===== src/rtl/c1541_track_loader.sv =====
// Track buffer loader: fetches the D64 sectors of the current track into port B
// of the track RAM and writes drive-dirtied sectors back before the track is replaced.
module c1541_track_loader #(
  parameter int SETTLE = 65535
) (
  input  logic        clk32,
  input  logic        reset_n,
  input  logic [5:0]  track,
  input  logic        img_mounted,
  input  logic        img_readonly,
  input  logic        gcr_we,
  input  logic [4:0]  gcr_sector,
  output logic        ram_ready,
  output logic [9:0]  sd_lba,
  output logic        sd_rd,
  output logic        sd_wr,
  input  logic        sd_ack,
  input  logic [7:0]  sd_buff_addr,
  input  logic [7:0]  sd_buff_dout,
  input  logic        sd_buff_wr,
  output logic [7:0]  sd_buff_din,
  output logic [12:0] buf_addr,
  output logic [7:0]  buf_di,
  output logic        buf_we,
  input  logic [7:0]  buf_do
);

  typedef enum logic [2:0] {S_IDLE, S_SETTLE, S_FLUSH, S_LOAD, S_READY} state_t;

  state_t      state_q;
  logic [16:0] cnt_q;
  logic [4:0]  sector_q;
  logic [20:0] dirty_q;
  logic [5:0]  loaded_track_q;
  logic [5:0]  target_q;
  logic [5:0]  trk_prev_q;
  logic        ram_ready_q;
  logic        sd_rd_q;
  logic        sd_wr_q;
  logic [9:0]  sd_lba_q;
  logic        busy_q;
  logic        ack_q;
  logic        mount_q;
  logic        buf_we_q;
  logic [12:0] buf_addr_q;
  logic [7:0]  buf_di_q;
  logic [4:0]  low_idx;
  logic        trk_valid;
  logic        mount_now;
  logic        ack_fall;

  function automatic logic [4:0] spt_of(input logic [5:0] t);
    if (t <= 6'd17)      return 5'd21;
    else if (t <= 6'd24) return 5'd19;
    else if (t <= 6'd30) return 5'd18;
    else                 return 5'd17;
  endfunction

  function automatic logic [9:0] start_of(input logic [5:0] t);
    logic [9:0] t10;
    t10 = {4'd0, t};
    if (t <= 6'd17)      return (t10 - 10'd1) * 10'd21;
    else if (t <= 6'd24) return 10'd357 + (t10 - 10'd18) * 10'd19;
    else if (t <= 6'd30) return 10'd490 + (t10 - 10'd25) * 10'd18;
    else                 return 10'd598 + (t10 - 10'd31) * 10'd17;
  endfunction

  always_comb begin
    low_idx = 5'd0;
    for (int i = 20; i >= 0; i--) begin
      if (dirty_q[i]) low_idx = 5'(i);
    end
  end

  assign trk_valid = (track >= 6'd1) && (track <= 6'd35);
  assign mount_now = img_mounted | mount_q;
  assign ack_fall  = ack_q & ~sd_ack;

  always_ff @(posedge clk32 or negedge reset_n) begin
    if (!reset_n) begin
      state_q        <= S_IDLE;
      cnt_q          <= '0;
      sector_q       <= '0;
      dirty_q        <= '0;
      loaded_track_q <= '0;
      target_q       <= '0;
      trk_prev_q     <= '0;
      ram_ready_q    <= 1'b0;
      sd_rd_q        <= 1'b0;
      sd_wr_q        <= 1'b0;
      sd_lba_q       <= '0;
      busy_q         <= 1'b0;
      ack_q          <= 1'b0;
      mount_q        <= 1'b0;
      buf_we_q       <= 1'b0;
      buf_addr_q     <= '0;
      buf_di_q       <= '0;
    end else begin
      buf_we_q   <= 1'b0;
      ack_q      <= sd_ack;
      trk_prev_q <= track;
      if (img_mounted) mount_q <= 1'b1;
      // Set even on the cycle READY is left, so that write still gets flushed.
      if (state_q == S_READY && gcr_we && !img_readonly && gcr_sector < spt_of(loaded_track_q))
        dirty_q <= dirty_q | (21'd1 << gcr_sector);

      case (state_q)
        S_IDLE: begin
          if (mount_now || (trk_valid && track != loaded_track_q)) begin
            if (mount_now) begin
              dirty_q        <= '0;
              loaded_track_q <= '0;
              mount_q        <= 1'b0;
            end
            state_q <= S_SETTLE;
            cnt_q   <= '0;
          end
        end

        S_SETTLE: begin
          if (mount_now) begin
            dirty_q        <= '0;
            loaded_track_q <= '0;
            mount_q        <= 1'b0;
            cnt_q          <= '0;
          end else if (!trk_valid) begin
            state_q <= S_IDLE;
          end else if (track != trk_prev_q) begin
            cnt_q <= '0;
          end else if (cnt_q == 17'(SETTLE)) begin
            target_q <= track;
            sector_q <= '0;
            state_q  <= (dirty_q != '0) ? S_FLUSH : S_LOAD;
          end else begin
            cnt_q <= cnt_q + 17'd1;
          end
        end

        S_FLUSH: begin
          if (busy_q) begin
            if (sd_ack) sd_wr_q <= 1'b0;
            if (ack_fall) begin
              busy_q  <= 1'b0;
              dirty_q <= dirty_q & ~(21'd1 << sector_q);
            end
          end else if (mount_now) begin
            dirty_q        <= '0;
            loaded_track_q <= '0;
            mount_q        <= 1'b0;
            state_q        <= S_SETTLE;
            cnt_q          <= '0;
          end else if (dirty_q == '0) begin
            sector_q <= '0;
            cnt_q    <= '0;
            state_q  <= (track != target_q) ? S_SETTLE : S_LOAD;
          end else begin
            sector_q <= low_idx;
            sd_lba_q <= start_of(loaded_track_q) + {5'd0, low_idx};
            sd_wr_q  <= 1'b1;
            busy_q   <= 1'b1;
          end
        end

        S_LOAD: begin
          if (busy_q) begin
            if (sd_ack) sd_rd_q <= 1'b0;
            if (sd_ack && sd_buff_wr) begin
              buf_we_q   <= 1'b1;
              buf_addr_q <= {sector_q, sd_buff_addr};
              buf_di_q   <= sd_buff_dout;
            end
            if (ack_fall) begin
              busy_q   <= 1'b0;
              sector_q <= sector_q + 5'd1;
            end
          end else if (mount_now) begin
            dirty_q        <= '0;
            loaded_track_q <= '0;
            mount_q        <= 1'b0;
            state_q        <= S_SETTLE;
            cnt_q          <= '0;
          end else if (track != target_q) begin
            state_q <= S_SETTLE;
            cnt_q   <= '0;
          end else if (sector_q == spt_of(target_q)) begin
            loaded_track_q <= target_q;
            ram_ready_q    <= 1'b1;
            state_q        <= S_READY;
          end else begin
            sd_lba_q <= start_of(target_q) + {5'd0, sector_q};
            sd_rd_q  <= 1'b1;
            busy_q   <= 1'b1;
          end
        end

        S_READY: begin
          if (mount_now) begin
            dirty_q        <= '0;
            loaded_track_q <= '0;
            mount_q        <= 1'b0;
            ram_ready_q    <= 1'b0;
            state_q        <= S_SETTLE;
            cnt_q          <= '0;
          end else if (track != loaded_track_q) begin
            ram_ready_q <= 1'b0;
            state_q     <= S_SETTLE;
            cnt_q       <= '0;
          end
        end

        default: state_q <= S_IDLE;
      endcase
    end
  end

  // The ready flag falls combinationally so the GCR stage never reads a stale track.
  assign ram_ready   = ram_ready_q & (track == loaded_track_q);
  assign sd_rd       = sd_rd_q;
  assign sd_wr       = sd_wr_q;
  assign sd_lba      = sd_lba_q;
  assign buf_we      = buf_we_q;
  assign buf_di      = buf_di_q;
  assign buf_addr    = (state_q == S_FLUSH && busy_q && sd_ack) ? {sector_q, sd_buff_addr} : buf_addr_q;
  assign sd_buff_din = (state_q == S_FLUSH) ? buf_do : 8'd0;

endmodule


===== config.mk =====
export PLATFORM = sky130hd
export DESIGN_NAME = c1541_track_loader
export DESIGN_NICKNAME = d
export VERILOG_FILES = /design/src/rtl/c1541_track_loader.sv
export SDC_FILE = /design/constraint.sdc
export NUM_CORES = 1
export LEC_CHECK = 0
export BUFFER_PORTS_ARGS = -buffer_cell sky130_fd_sc_hd__buf_4
export CORE_MARGIN = 2
export CORE_UTILIZATION = 47
export CTS_BUF_LIST = sky130_fd_sc_hd__clkbuf_4
export CTS_CLUSTER_SIZE = 24
export DETAILED_ROUTE_END_ITERATION = 12
export SLEW_MARGIN = 20
export SYNTH_ARGS = -nofsm -noshare
export SYNTH_HDL_FRONTEND = slang
export SYNTH_SLANG_ARGS = --single-unit

===== constraint.sdc =====
create_clock -name clk32 -period 11 [get_ports clk32]
set_input_delay 1.65 -clock clk32 [delete_from_list [all_inputs] [get_ports clk32]]
set_output_delay 1.65 -clock clk32 [all_outputs]
set_load 0.005 [all_outputs]

### Word level (Yosys, flattened, before mapping)

Cells that the tools add are included.
Widths: inputs -> output; s select.

* register bits after elaboration: 102
* output and inout bits: 43
* input port bits: 42

* equal/unequal tests: 40
* multipliers: 8
* bitwise operators: 9
* shift-type cells: 2
* multiplexer cells: 144
* add/sub/neg operators: 18
* order comparisons: 9
* reductions and logical operators: 30

Operators by type and width (number)
* $mux 17: 13
* $mux 10: 22
* $mux 5: 34
* $mux 21: 6
* $pmux 17 s5: 1
* $pmux 21 s4: 1
* $mul 7x6->10 const B: 6
* $mux 3: 16
* $mux 6: 7
* $shl 1x5->21 const A: 2
* $sub 6x5->7 const B: 6
* $add 9x10->10 const A: 4
* $ne 2x2->1 const B: 20
* $le 6x5->1 const B: 6
* $mux 1: 30
* $reduce_and 9->1: 3
* $pmux 6 s4: 1
* $and 21x21->21: 1
* $logic_not 21->1: 1
* $ne 3x3->1 const B: 7
* $not 21->21: 1
* $or 21x21->21: 1
* $reduce_bool 21->1: 1
* $add 10x10->10 const A: 2
* 42 further kinds: 68

### Longest topological paths before layout

Gate-level depths: netlist (run 1).

* depth in word-level cells: 26
* mapped depth: 23
* depth with buffers taken out: 21

### Worst setup path after synthesis (run 1)

Ideal clock, no wire load.

* kind: reg-to-reg
* start: register loaded_track_q[1]
* end: register sd_lba_q[9] (netlist: sd_lba[9])
* arrival time: 4449 ps
* path slack: 6420 ps
* buffers on the path: 1
* setup time: 131 ps
* stages on the path, launching flop included: 21
* cells stage by stage: dfrtp_1 -> buf_2 -> inv_1 -> ha_1 -> xor2_1 -> ha_1 -> ha_1 -> inv_1 -> fa_1 -> fa_1 -> inv_1 -> ha_1 -> nor2_1 -> a2111oi_0 -> or3_1 -> a21oi_1 -> o41ai_2 -> nand4_1 -> xnor2_1 -> nor3_1 -> a221oi_2

* word-level cells in the longest chain between the ends: 15
* elaborated cells on any way between the ends: 26

Ends and longest elaborated chain
* from (decl): RTL line 34 `logic [5:0] loaded_track_q;`
* from (signal assigned): RTL line 186 `loaded_track_q <= target_q;`
* $sub 6x5->7 (on tied branches): RTL line 64, 65
* $mul 10x4->9 or $mul 7x6->10 (tied branches): RTL line 64, 65
* $add 9x10->10 or $add 10x10->10 (tied branches): RTL line 64, 65
* $mux 10: RTL line 64 `else if (t <= 6'd30) return 10'd490 + (t10 - 10'd25) * 10'd18;`
* $mux 10: RTL line 63 `else if (t <= 6'd24) return 10'd357 + (t10 - 10'd18) * 10'd19;`
* $mux 10 *: RTL line 62 `if (t <= 6'd17) return (t10 - 10'd1) * 10'd21;`
* $mux 10 *: RTL line 152 `end else if (dirty_q == '0) begin`
* $mux 10 *: RTL line 146 `end else if (mount_now) begin`
* $mux 10 *: RTL line 140 `if (busy_q) begin`
* $mux 10 *: RTL line 107 `case (state_q)`
* $add 10x5->10 *: RTL line 158 `sd_lba_q <= start_of(loaded_track_q) + {5'd0, low_idx};`
* $mux 10 *: RTL line 152
* $mux 10 *: RTL line 146
* $mux 10 *: RTL line 140
* $pmux 10 s2 *: RTL line 107
* to (signal assigned): RTL line 158
* to (signal assigned): RTL line 190 `sd_lba_q <= start_of(target_q) + {5'd0, sector_q};`
* to (decl): RTL line 40 `logic [9:0] sd_lba_q;`

Mark *: on every way between the ends. The rest lies on a longest branch, timed or not. The select of a mux whose other input is x is not followed.
A chain may end at the register's enable or synchronous reset.

### Worst setup path after layout (run 1)

* start: register loaded_track_q[2]
* end: register sd_lba_q[9] (netlist: sd_lba[9])

The elaborated chain is that of the path after synthesis.

==> results by group, run 1 <==
Detailed routing
  • Vias: 9710
  • Routed Antenna Nets: 0
  • Drt wl/cell: 18.0 um
  • DRT iter0 DRCs: 678
  • Via density: 5.73
  • Drt first pass iters: 6
  • Total Wirelength: 30500 um
  • Remaining DRCs: 0

GRT
  • All-layer global routing usage: 0.248
  • Vias in the first global route: 9553
  • Overflow after GRT: 0
  • Largest net degree at the start of global routing: 62
  • First-pass GRT wire length: 51000 um
  • Initial antenna violation count: 1

Floorplanning
  • Die Area: 0.0252 mm2
  • CORE AREA: 0.0235 mm2
  • Die height: 159 um
  • Row Count: 56
  • Initial Utilization: 0.479
  • Die X: 159 um
  • # IOs: 85

Pwr
  • P_leak: 5.71 nW
  • Pwr dens: 257 mW/mm2
  • Worst IR Drop VDD: 0.000782 V

Logic synthesis
  • Prevailing post-synth register cell: dfrtp_1
  • Largest cells by area after synthesis: dfrtp_1 23%, ha_1 16%, xnor2_1 6.0%, fa_1 4.3%, o21ai_0 4.2%
  • Number of enable flip-flop cells after synthesis: 0
  • Top-count cell post-synth: ha_1
  • Async SR Flop Fraction: 1.00
  • Register area share after synthesis: 0.227
  • Mapped Nets: 1538
  • Syn Inst Count: 1327
  • Avg Cell Area, Syn: 8.48 um2
  • Yosys warns: 0
  • Synth area leader: dfrtp_1
  • #FFs+latches synth: 102
  • Cell area after technology mapping: 0.0113 mm2
  • Yosys top cell area share: 0.227
  • Yosys cell types: 88
  • Synth top cells by count: 145 x ha_1, 102 x dfrtp_1, 102 x inv_1, 101 x nand2_1, 95 x o21ai_0

Setup path
  • R2r endpoint: sd_lba[9]$_DFFE_PN0P_
  • Critical Path Source Type: flip-flop
  • Reg2reg setup slack: 5620 ps
  • Reg2Reg Depth: 19
  • Setup CP Type: flip-flop to flip-flop
  • Critical Path AT: 5740 ps
  • Critical Path RT: 11360 ps
  • Crit. End Element: flip-flop
  • CP max FO: 13
  • RR Startpoint: loaded_track_q[2]$_DFFE_PN0P_

Placed design
  • Dpl ws: 5700 ps
  • IO Port Bufs: 84
  • Hpwl dp: 23800 um
  • GPL Wtd Cong: 0.889

STA
  • Final setup viols: 0
  • Skew final: 25.9 ps
  • Slew HR: 0.345
  • Final worst slack: 5620 ps
  • Slew Viols, Final: 0
  • Post-layout min period: 5380 ps
  • Hold violation count in the final report: 0
  • RSZ-0062 raised after global routing: false
  • Setup TNS: 0 ps
  • Part of the cycle the worst path needs: 0.489
  • F_max: 0.186 GHz
  • Worst Tran Pin Value: 975 ps

Status
  • Run status: completed

Clocking
  • CTS root buf: clkbuf_4
  • Max H-tree Level: 3
  • Register clock-pin slew on the reported worst setup and hold paths: 200 ps
  • Post-CTS Resized: 0
  • CTS Hold Bufs: 0
  • # clock sinks: 102
  • Worst skew pair latency: 500 ps
  • TritonCTS Buffers: 9
  • Post-CTS setup buffers: 0
  • Clock tree buffer depth: 2
  • CTS tree: done

Finish
  • Share of cells above drive strength 1: 0.126
  • Area Overhead vs Synth: 8.36%
  • Final net count: 1578

Run
  • Maxcap violations: 0

Hold path
  • Hold Startpoint: cnt_q[15]$_DFFE_PN0P_
  • Hold Crit Class: flip-flop to flip-flop
  • WHS Endpoint: cnt_q[15]$_DFFE_PN0P_
  • Hold Crit Depth: 1
cell type report:
type | instances | area (um2)
sequential | 102 | 2550
timing repair buffer | 89 | 668
fill | 2245 | 11300
multi-input combinational | 1061 | 8020
antenna | 3 | 7.51
clock inverter | 7 | 83.8
tap | 319 | 399
inverter | 104 | 390
clock buffer | 9 | 67.6
worst max-delay path, stage by stage (launching register included):
cell and delay [ps]:
dfrtp_1 650, clkinv_1 390, ha_1 340, xor2_1 170, ha_1 310, ha_1 180
inv_1 70, fa_1 450, fa_1 520, inv_1 40, ha_1 300, nor2_1 70
a2111oi_0 490, or3_1 190, a21oi_1 70, o41ai_2 420, nand4_1 160, xnor2_1 160
nor3_1 200, a221oi_2 50
sequential cells by signal, summed over array words and instances (netlist names), 6 cells and up:
| register | flops |
|---|---|
| buf_di | 8 |
| dirty_q | 21 |
| loaded_track_q | 6 |
| sd_lba | 10 |
| target_q | 6 |
| buf_addr_q | 13 |
| trk_prev_q | 6 |
| cnt_q | 17 |
worst max path at each step:
stage	startpoint	end	slack [ps]	cells past startpoint
2_1_floorplan	loaded_track_q[1]$_DFFE_PN0P_	sd_lba[9]$_DFFE_PN0P_	6420	20
3_5_place_dp	loaded_track_q[2]$_DFFE_PN0P_	sd_lba[9]$_DFFE_PN0P_	5700	19
4_1_cts	loaded_track_q[2]$_DFFE_PN0P_	sd_lba[9]$_DFFE_PN0P_	5670	19
5_1_grt	loaded_track_q[2]$_DFFE_PN0P_	sd_lba[9]$_DFFE_PN0P_	5130	19
6_report	loaded_track_q[2]$_DFFE_PN0P_	sd_lba[9]$_DFFE_PN0P_	5620	19
3_3_place_gp	loaded_track_q[2]$_DFFE_PN0P_	sd_lba[9]$_DFFE_PN0P_	5880	19
metrics by stage:
step / total power (W) / cells / area [um2] / util / hold slack, ps
2_1_floorplan: 0.00227 / 1327 / 11300 / - / 430
3_3_place_gp: 0.00288 / 1675 / 12000 / 0.512 / 450
3_5_place_dp: 0.00290 / 1675 / 12000 / 0.513 / 454
4_1_cts: 0.00314 / 1691 / 12200 / 0.519 / 481
5_1_grt: 0.00350 / 1694 / 12200 / 0.519 / 491
6_report: 0.00313 / 1694 / 12200 / 0.519 / 474
placed cells by master (no fill, tap or decap), types with 10 or more instances in the layout:
master    instances
and3_1           22
o21ai_0          94
a31oi_1          17
xnor2_1          77
nand4_1          11
nand2_1         101
a21o_1           31
xor2_1           42
a211oi_1         10
inv_1           102
o31ai_1          10
o21a_1           16
fa_1             24
a21oi_1          93
buf_4            89
nand2b_1         16
nor3_1           30
nand3_1          37
mux2_2           35
ha_1            145
nor2b_1          17
dfrtp_1         102
nor2_1           92
metal layers:
| layer | up-vias | global-route usage | part of all wire |
|---|---|---|---|
| met5 | - | 0 | 0 |
| met4 | 0 | 0.0751 | 0.024 |
| li1 | 4776 | - | - |
| met3 | 41 | 0.0272 | 0.046 |
| met1 | 4619 | 0.344 | 0.47 |
| met2 | 274 | 0.406 | 0.46 |
logic make-up after synthesis:
| family | count (synthesis) | synth area share |
|---|---|---|
| AOI/OAI and AO/OA | 349 | 0.200 |
| xor gates and xnor gates | 123 | 0.100 |
| adders and majority gates | 169 | 0.204 |
| buffers and inverters | 164 | 0.0612 |
| DFF | 102 | 0.227 |
| muxes | 40 | 0.0395 |
| and+or+nand+nor | 380 | 0.168 |
power breakdown:
part / internal [W] / leakage [nW] / switching [W]
Clock: 0.0000564 / 0.0820 / 0.000160
Sequential: 0.000400 / 1.36 / 0.0000572
Combinational: 0.00104 / 4.27 / 0.00141
Total: 0.00150 / 5.71 / 0.00163
Note: power is estimated with default switching activity, not from simulation.
==> run 2, diff against run 1 <==
- PLACE_DENSITY: unset -> 0.67
- clock period: 11 -> 4.7 ns (I/O delays scaled with it)
==> run 2 against run 1 <==
Effect of this change:
- core utilization up 2.6 points
- maximum frequency up 19%
- clock skew up 27 ps
- hold slack worse by 160 ps
- sequential share of layout area down 0.99 points
- sequential power up 130%
- final area up 5.1%
- clock-buffer cell count unchanged
- cell count up 2.4%
- power rose to 2.5 times the previous value
- via count up 2.3%
- first-iteration DRC count down 0.74%
- critical path type unchanged
==> results by group, run 2 (synthesis results as in run 1) <==
Setup path
  • Critical Path Source Type: flip-flop
  • Crit. End Element: flip-flop
  • Most used cell, CP: ha_1
  • Critical Path RT: 5030 ps
  • Reg2reg setup slack: 160 ps
  • RR Startpoint: loaded_track_q[2]$_DFFE_PN0P_
  • Slowest CP cell: fa_1
  • Setup CP Type: flip-flop to flip-flop
  • CP Cell Sequence: clkinv_1 > buf_4 > ha_1 > a21boi_2 > nand3_1 > xnor2_2 > ha_1 > ha_1 > inv_1 > fa_1 > fa_1 > nor3_1 > a41oi_1 > nor2_1 > and3_1 > or3_1 > o211ai_1 > o21ai_0
  • CP max FO: 7
  • Critical Path Max Stage Delay: 580 ps
  • Reg2Reg Depth: 18
  • R2r endpoint: sd_lba[8]$_DFFE_PN0P_
  • Critical Path AT: 4870 ps

Placed design
  • GPL Wtd Cong: 0.941
  • Hpwl dp: 23600 um
  • Dpl ws: 95.0 ps
  • IO Port Bufs: 84

Floorplanning
  • Die X: 159 um
  • Row Count: 56
  • # IOs: 85
  • CORE AREA: 0.0235 mm2
  • Die Area: 0.0252 mm2
  • Die height: 159 um
  • Initial Utilization: 0.479

Run
  • Maxcap violations: 0

Finish
  • Top flop regs: dirty_q x21, cnt_q x17, buf_addr_q x13
  • Most common cell after layout, fill and taps aside: ha_1
  • Share of cells above drive strength 1: 0.183
  • Area Overhead vs Synth: 13.9%
  • Final net count: 1621
  • Filler cells: 2227
  • Commonest non-fill, non-tap cells in the layout: 140 x ha_1, 132 x buf_4, 101 x inv_1, 101 x nand2_1, 100 x dfrtp_1
  • Max reg flops: 21
  • Largest Register: dirty_q

STA
  • Skew final: 53.1 ps
  • Final setup viols: 0
  • Slew Viols, Final: 0
  • Min Hold Slack: 318 ps
  • Worst Tran Pin Value: 1060 ps
  • F_max: 0.220 GHz
  • Slew HR: 0.294
  • Post-layout min period: 4540 ps
  • Hold violation count in the final report: 0
  • RSZ-0062 raised after global routing: true
  • Final worst slack: 163 ps
  • Part of the cycle the worst path needs: 0.965

Detailed routing
  • Vias: 9934
  • DRT iter0 DRCs: 673
  • Via density: 5.73
  • Total Wirelength: 30300 um
  • Drt first pass iters: 5
  • Remaining DRCs: 0
  • Drt wl/cell: 17.5 um
  • Routed Antenna Nets: 0

GRT
  • Overflow after GRT: 0
  • Largest net degree at the start of global routing: 78
  • First-pass GRT wire length: 49700 um
  • Initial antenna violation count: 1
  • Vias in the first global route: 9713
  • All-layer global routing usage: 0.238

Clocking
  • Clock tree buffer depth: 2
  • CTS root buf: clkbuf_4
  • TritonCTS Buffers: 9
  • CTS tree: done
  • Max H-tree Level: 3
  • # clock sinks: 102
  • Register clock-pin slew on the reported worst setup and hold paths: 210 ps
  • Worst skew pair latency: 510 ps
  • CTS Hold Bufs: 0

Pwr
  • P_leak: 6.00 nW
  • Comb power frac: 0.804
  • Worst IR Drop VDD: 0.00172 V
  • Cell Int Power: 0.00388 W
  • Share of power burned in registers: 0.133
  • Psw: 0.00402 W
  • Clock power frac: 0.063
  • Pwr dens: 617 mW/mm2
  • Sw frac: 0.508

Hold path
  • Hold Crit Class: input pin to asynchronous set/reset pin

Status
  • Run status: completed
## run 2: cell type report
| cell class | count | area [um2] | share of cell area |
|---|---|---|---|
| antenna | 1 | 2.50 | 0.000195 |
| clock buffer | 9 | 67.6 | 0.00527 |
| clock inverter | 7 | 91.3 | 0.00713 |
| inverter | 104 | 390 | 0.0305 |
| multi-input combinational | 1061 | 8320 | 0.649 |
| sequential | 102 | 2550 | 0.199 |
| tap | 319 | 399 | 0.0312 |
| timing repair buffer | 132 | 991 | 0.0773 |
## run 2: critical path: cells and delay by family, from the launching register on
kind            cells  cell delay, ps
fa+ha+maj           5            1860
simple gates        5             840
compound gates      4             690
flops               1             470
buf+inv             3             330
xor+xnor            1             180
## run 2: worst max-delay path by stage
stage	start	to	slack [ps]
after floorplan	loaded_track_q[1]$_DFFE_PN0P_	sd_lba[9]$_DFFE_PN0P_	120
final	loaded_track_q[2]$_DFFE_PN0P_	sd_lba[8]$_DFFE_PN0P_	160
after global routing	loaded_track_q[2]$_DFFE_PN0P_	sd_lba[9]$_DFFE_PN0P_	-90
after global placement	loaded_track_q[2]$_DFFE_PN0P_	sd_lba[9]$_DFFE_PN0P_	140
after CTS	loaded_track_q[2]$_DFFE_PN0P_	sd_lba[9]$_DFFE_PN0P_	20
after detailed placement	target_q[1]$_DFFE_PN0P_	sd_lba[9]$_DFFE_PN0P_	90
## run 2: repair_timing
action | 4_1_cts | 5_1_grt
buffers inserted | 0 | 4
resized for setup | 0 | 55
setup endpoints to repair | 0 | 5
## run 2: per-stage QoR
| step | power [W] | TNS (ps) | utilization | cells | area [um2] |
|---|---|---|---|---|---|
| after floorplan | 0.00531 | 0 | - | 1327 | 11300 |
| after global placement | 0.00656 | 0 | 0.525 | 1714 | 12300 |
| after detailed placement | 0.00669 | 0 | 0.525 | 1714 | 12300 |
| after CTS | 0.00722 | 0 | 0.531 | 1730 | 12500 |
| after global routing | 0.00868 | -87.6 | 0.546 | 1735 | 12800 |
| final | 0.00790 | 0 | 0.546 | 1735 | 12800 |
## run 2: power by group through the flow
stage	registers [W]	clock network [W]	logic, W
6_report	0.00105	0.000501	0.00635
4_1_cts	0.00105	0.000515	0.00566
3_5_place_dp	0.00106	0	0.00563
2_1_floorplan	0.00100	0	0.00431
3_3_place_gp	0.00106	0	0.00550
5_1_grt	0.00106	0.000545	0.00708
## run 2: metal layers
metal	vias up	part of all wire	global-route usage
met5	-	0	0
met4	0	0.024	0.0759
met3	51	0.056	0.0313
met2	297	0.46	0.387
met1	4732	0.46	0.328
li1	4854	-	-
==> run 3, diff against run 2 <==
- RECOVER_POWER: unset -> 50
==> run 3 against run 2 <==
Effect of this change:
- largest power group unchanged
- clock skew barely moved
- die area stayed put
- first-iteration DRC count shrank 3.6%
- combinational power barely moved
- highest routed layer unchanged
- cell count stayed put
- critical path type unchanged
- the flow now finishes with violations (max-capacitance violations, max-slew violations)
- core utilization shrank 0.15 points
==> results by group, run 3 (synthesis results as in run 1) <==
Clocking
  • CTS Hold Bufs: 0
  • Worst skew pair latency: 510 ps
  • Clock tree buffer depth: 2
  • CTS root buf: clkbuf_4
  • CTS tree: done
  • TritonCTS Buffers: 9
  • Register clock-pin slew on the reported worst setup and hold paths: 200 ps
  • # clock sinks: 102
  • Max H-tree Level: 3

Finish
  • Final cell count without fillers: 1735
  • Final net count: 1621
  • Largest Register: dirty_q
  • Post-layout util: 0.544
  • Post-route cell area: 0.0128 mm2
  • Share of cells above drive strength 1: 0.177
  • Commonest non-fill, non-tap cells in the layout: 140 x ha_1, 110 x buf_4, 101 x inv_1, 101 x nand2_1, 100 x dfrtp_1
  • Area Overhead vs Synth: 13.6%
  • Max reg flops: 21
  • Filler cells: 2232
  • Top flop regs: dirty_q x21, cnt_q x17, buf_addr_q x13
  • Most common cell after layout, fill and taps aside: ha_1

Floorplanning
  • CORE AREA: 0.0235 mm2
  • Row Count: 56
  • Die Area: 0.0252 mm2
  • Die height: 159 um
  • Initial Utilization: 0.479
  • Die X: 159 um
  • # IOs: 85

Placed design
  • Cell total after placement: 1714
  • Dpl ws: 95.0 ps
  • DP Area: 0.0123 mm2
  • GPL Wtd Cong: 0.941
  • IO Port Bufs: 84
  • Hpwl dp: 23600 um

Setup path
  • RR Startpoint: loaded_track_q[2]$_DFFE_PN0P_
  • Critical Path AT: 4880 ps
  • Reg2reg setup slack: 160 ps
  • Crit path to: sd_lba[8]$_DFFE_PN0P_
  • Reg2Reg Depth: 18
  • Critical Path RT: 5030 ps
  • CP max FO: 7
  • Setup CP Type: flip-flop to flip-flop
  • Crit path from: loaded_track_q[2]$_DFFE_PN0P_
  • Crit. End Element: flip-flop
  • R2r endpoint: sd_lba[8]$_DFFE_PN0P_
  • Critical Path Source Type: flip-flop

STA
  • RSZ-0062 raised after global routing: true
  • Skew final: 52.7 ps
  • Final setup viols: 0
  • Setup TNS: 0 ps
  • Hold violation count in the final report: 0
  • Post-layout min period: 4540 ps
  • Slew HR: -0.303
  • F_max: 0.220 GHz
  • Final worst slack: 155 ps
  • Part of the cycle the worst path needs: 0.967
  • Slew Viols, Final: 78
  • Worst Tran Pin Value: 1950 ps

Status
  • Run status: finished, violations left
  • Violated checks: max-capacitance violations, max-slew violations

GRT
  • Initial antenna violation count: 1
  • Met2 usage in global routing: 0.387
  • GRT Max-Usage Layer: met2
  • First-pass GRT wire length: 49700 um
  • Overflow after GRT: 0
  • Vias in the first global route: 9713
  • Largest net degree at the start of global routing: 78
  • All-layer global routing usage: 0.238
  • Met3 Track Usage GR: 0.0313
  • GRT met1 Usage: 0.328

Detailed routing
  • DRT iter0 DRCs: 649
  • Remaining DRCs: 0
  • Via density: 5.70
  • Routed Antenna Nets: 0
  • Drt first pass iters: 5
  • Vias: 9887
  • Total Wirelength: 30300 um
  • Drt wl/cell: 17.5 um

Pwr
  • Pwr dens: 618 mW/mm2
  • Comb power frac: 0.803
  • Sw frac: 0.509
  • Cell Int Power: 0.00388 W
  • Psw: 0.00401 W
  • Share of power burned in registers: 0.133
  • P_leak: 5.96 nW
  • Worst IR Drop VDD: 0.00172 V
  • Clock power frac: 0.063

Hold path
  • Hold Startpoint: sd_ack
  • Hold Crit Class: input pin to flip-flop

Run
  • Maxcap violations: 1
==> run 3: cell count changes in the layout (fill, tap and decap cells not counted), sizes merged <==
cell    change
buf        -22
clkbuf     +22
==> run 3: worst max-delay path: stages, from the launching register on <==
cell      delay, ps
dfrtp_2         470
clkinv_1        110
buf_4           180
ha_1            200
a21boi_2        180
nand3_1         140
xnor2_2         180
ha_1            320
ha_1            270
inv_1            40
fa_1            490
fa_1            580
nor3_1           60
a41oi_1         330
nor2_1          130
and3_1          220
or3_1           300
o211ai_1         90
o21ai_0          90
==> run 3: final cells by class <==
class / instances / area (um2) / area share
clock buffer: 9 / 67.6 / 0.00529
timing repair buffer: 132 / 955 / 0.0747
antenna: 1 / 2.50 / 0.000196
clock inverter: 7 / 91.3 / 0.00715
sequential: 102 / 2550 / 0.200
inverter: 104 / 390 / 0.0306
multi-input combinational: 1061 / 8320 / 0.651
tap: 319 / 399 / 0.0312
==> run 3: layer usage <==
| layer | routed length [um] | vias to the layer above | part of all wire |
|---|---|---|---|
| li1 | - | 4853 | - |
| met1 | 13900 | 4681 | 0.46 |
| met2 | 14000 | 297 | 0.46 |
| met3 | 1570 | 56 | 0.052 |
| met4 | 801 | 0 | 0.026 |
| met5 | 0 | - | 0 |
==> run 3: power by group through the flow <==
stage / registers (W) / logic (W) / clock network (W)
after CTS: 0.00105 / 0.00566 / 0.000515
after global routing: 0.00106 / 0.00707 / 0.000545
after detailed placement: 0.00106 / 0.00563 / 0
after global placement: 0.00106 / 0.00550 / 0
after floorplan: 0.00100 / 0.00431 / 0
final: 0.00105 / 0.00634 / 0.000501
==> run 3: worst min-delay path by stage <==
stage / end / cells past startpoint
finish: ack_q$_DFF_PN0_ / 1
global route: ack_q$_DFF_PN0_ / 1
CTS: ack_q$_DFF_PN0_ / 1
detailed placement: cnt_q[12]$_DFFE_PN0P_ / 1
global placement: cnt_q[15]$_DFFE_PN0P_ / 1
floorplan: ack_q$_DFF_PN0_ / 0
==> run 3: metrics by stage <==
| step | hold slack (ps) | power (W) |
|---|---|---|
| 3_5_place_dp | 458 | 0.00669 |
| 6_report | 388 | 0.00789 |
| 5_1_grt | 362 | 0.00868 |
| 2_1_floorplan | 409 | 0.00531 |
| 4_1_cts | 299 | 0.00722 |
| 3_3_place_gp | 452 | 0.00656 |
==> run 3: timing repair <==
item	CTS	global route
resized for setup	0	55
endpoints found under the setup margin	0	5
buffers inserted	0	4
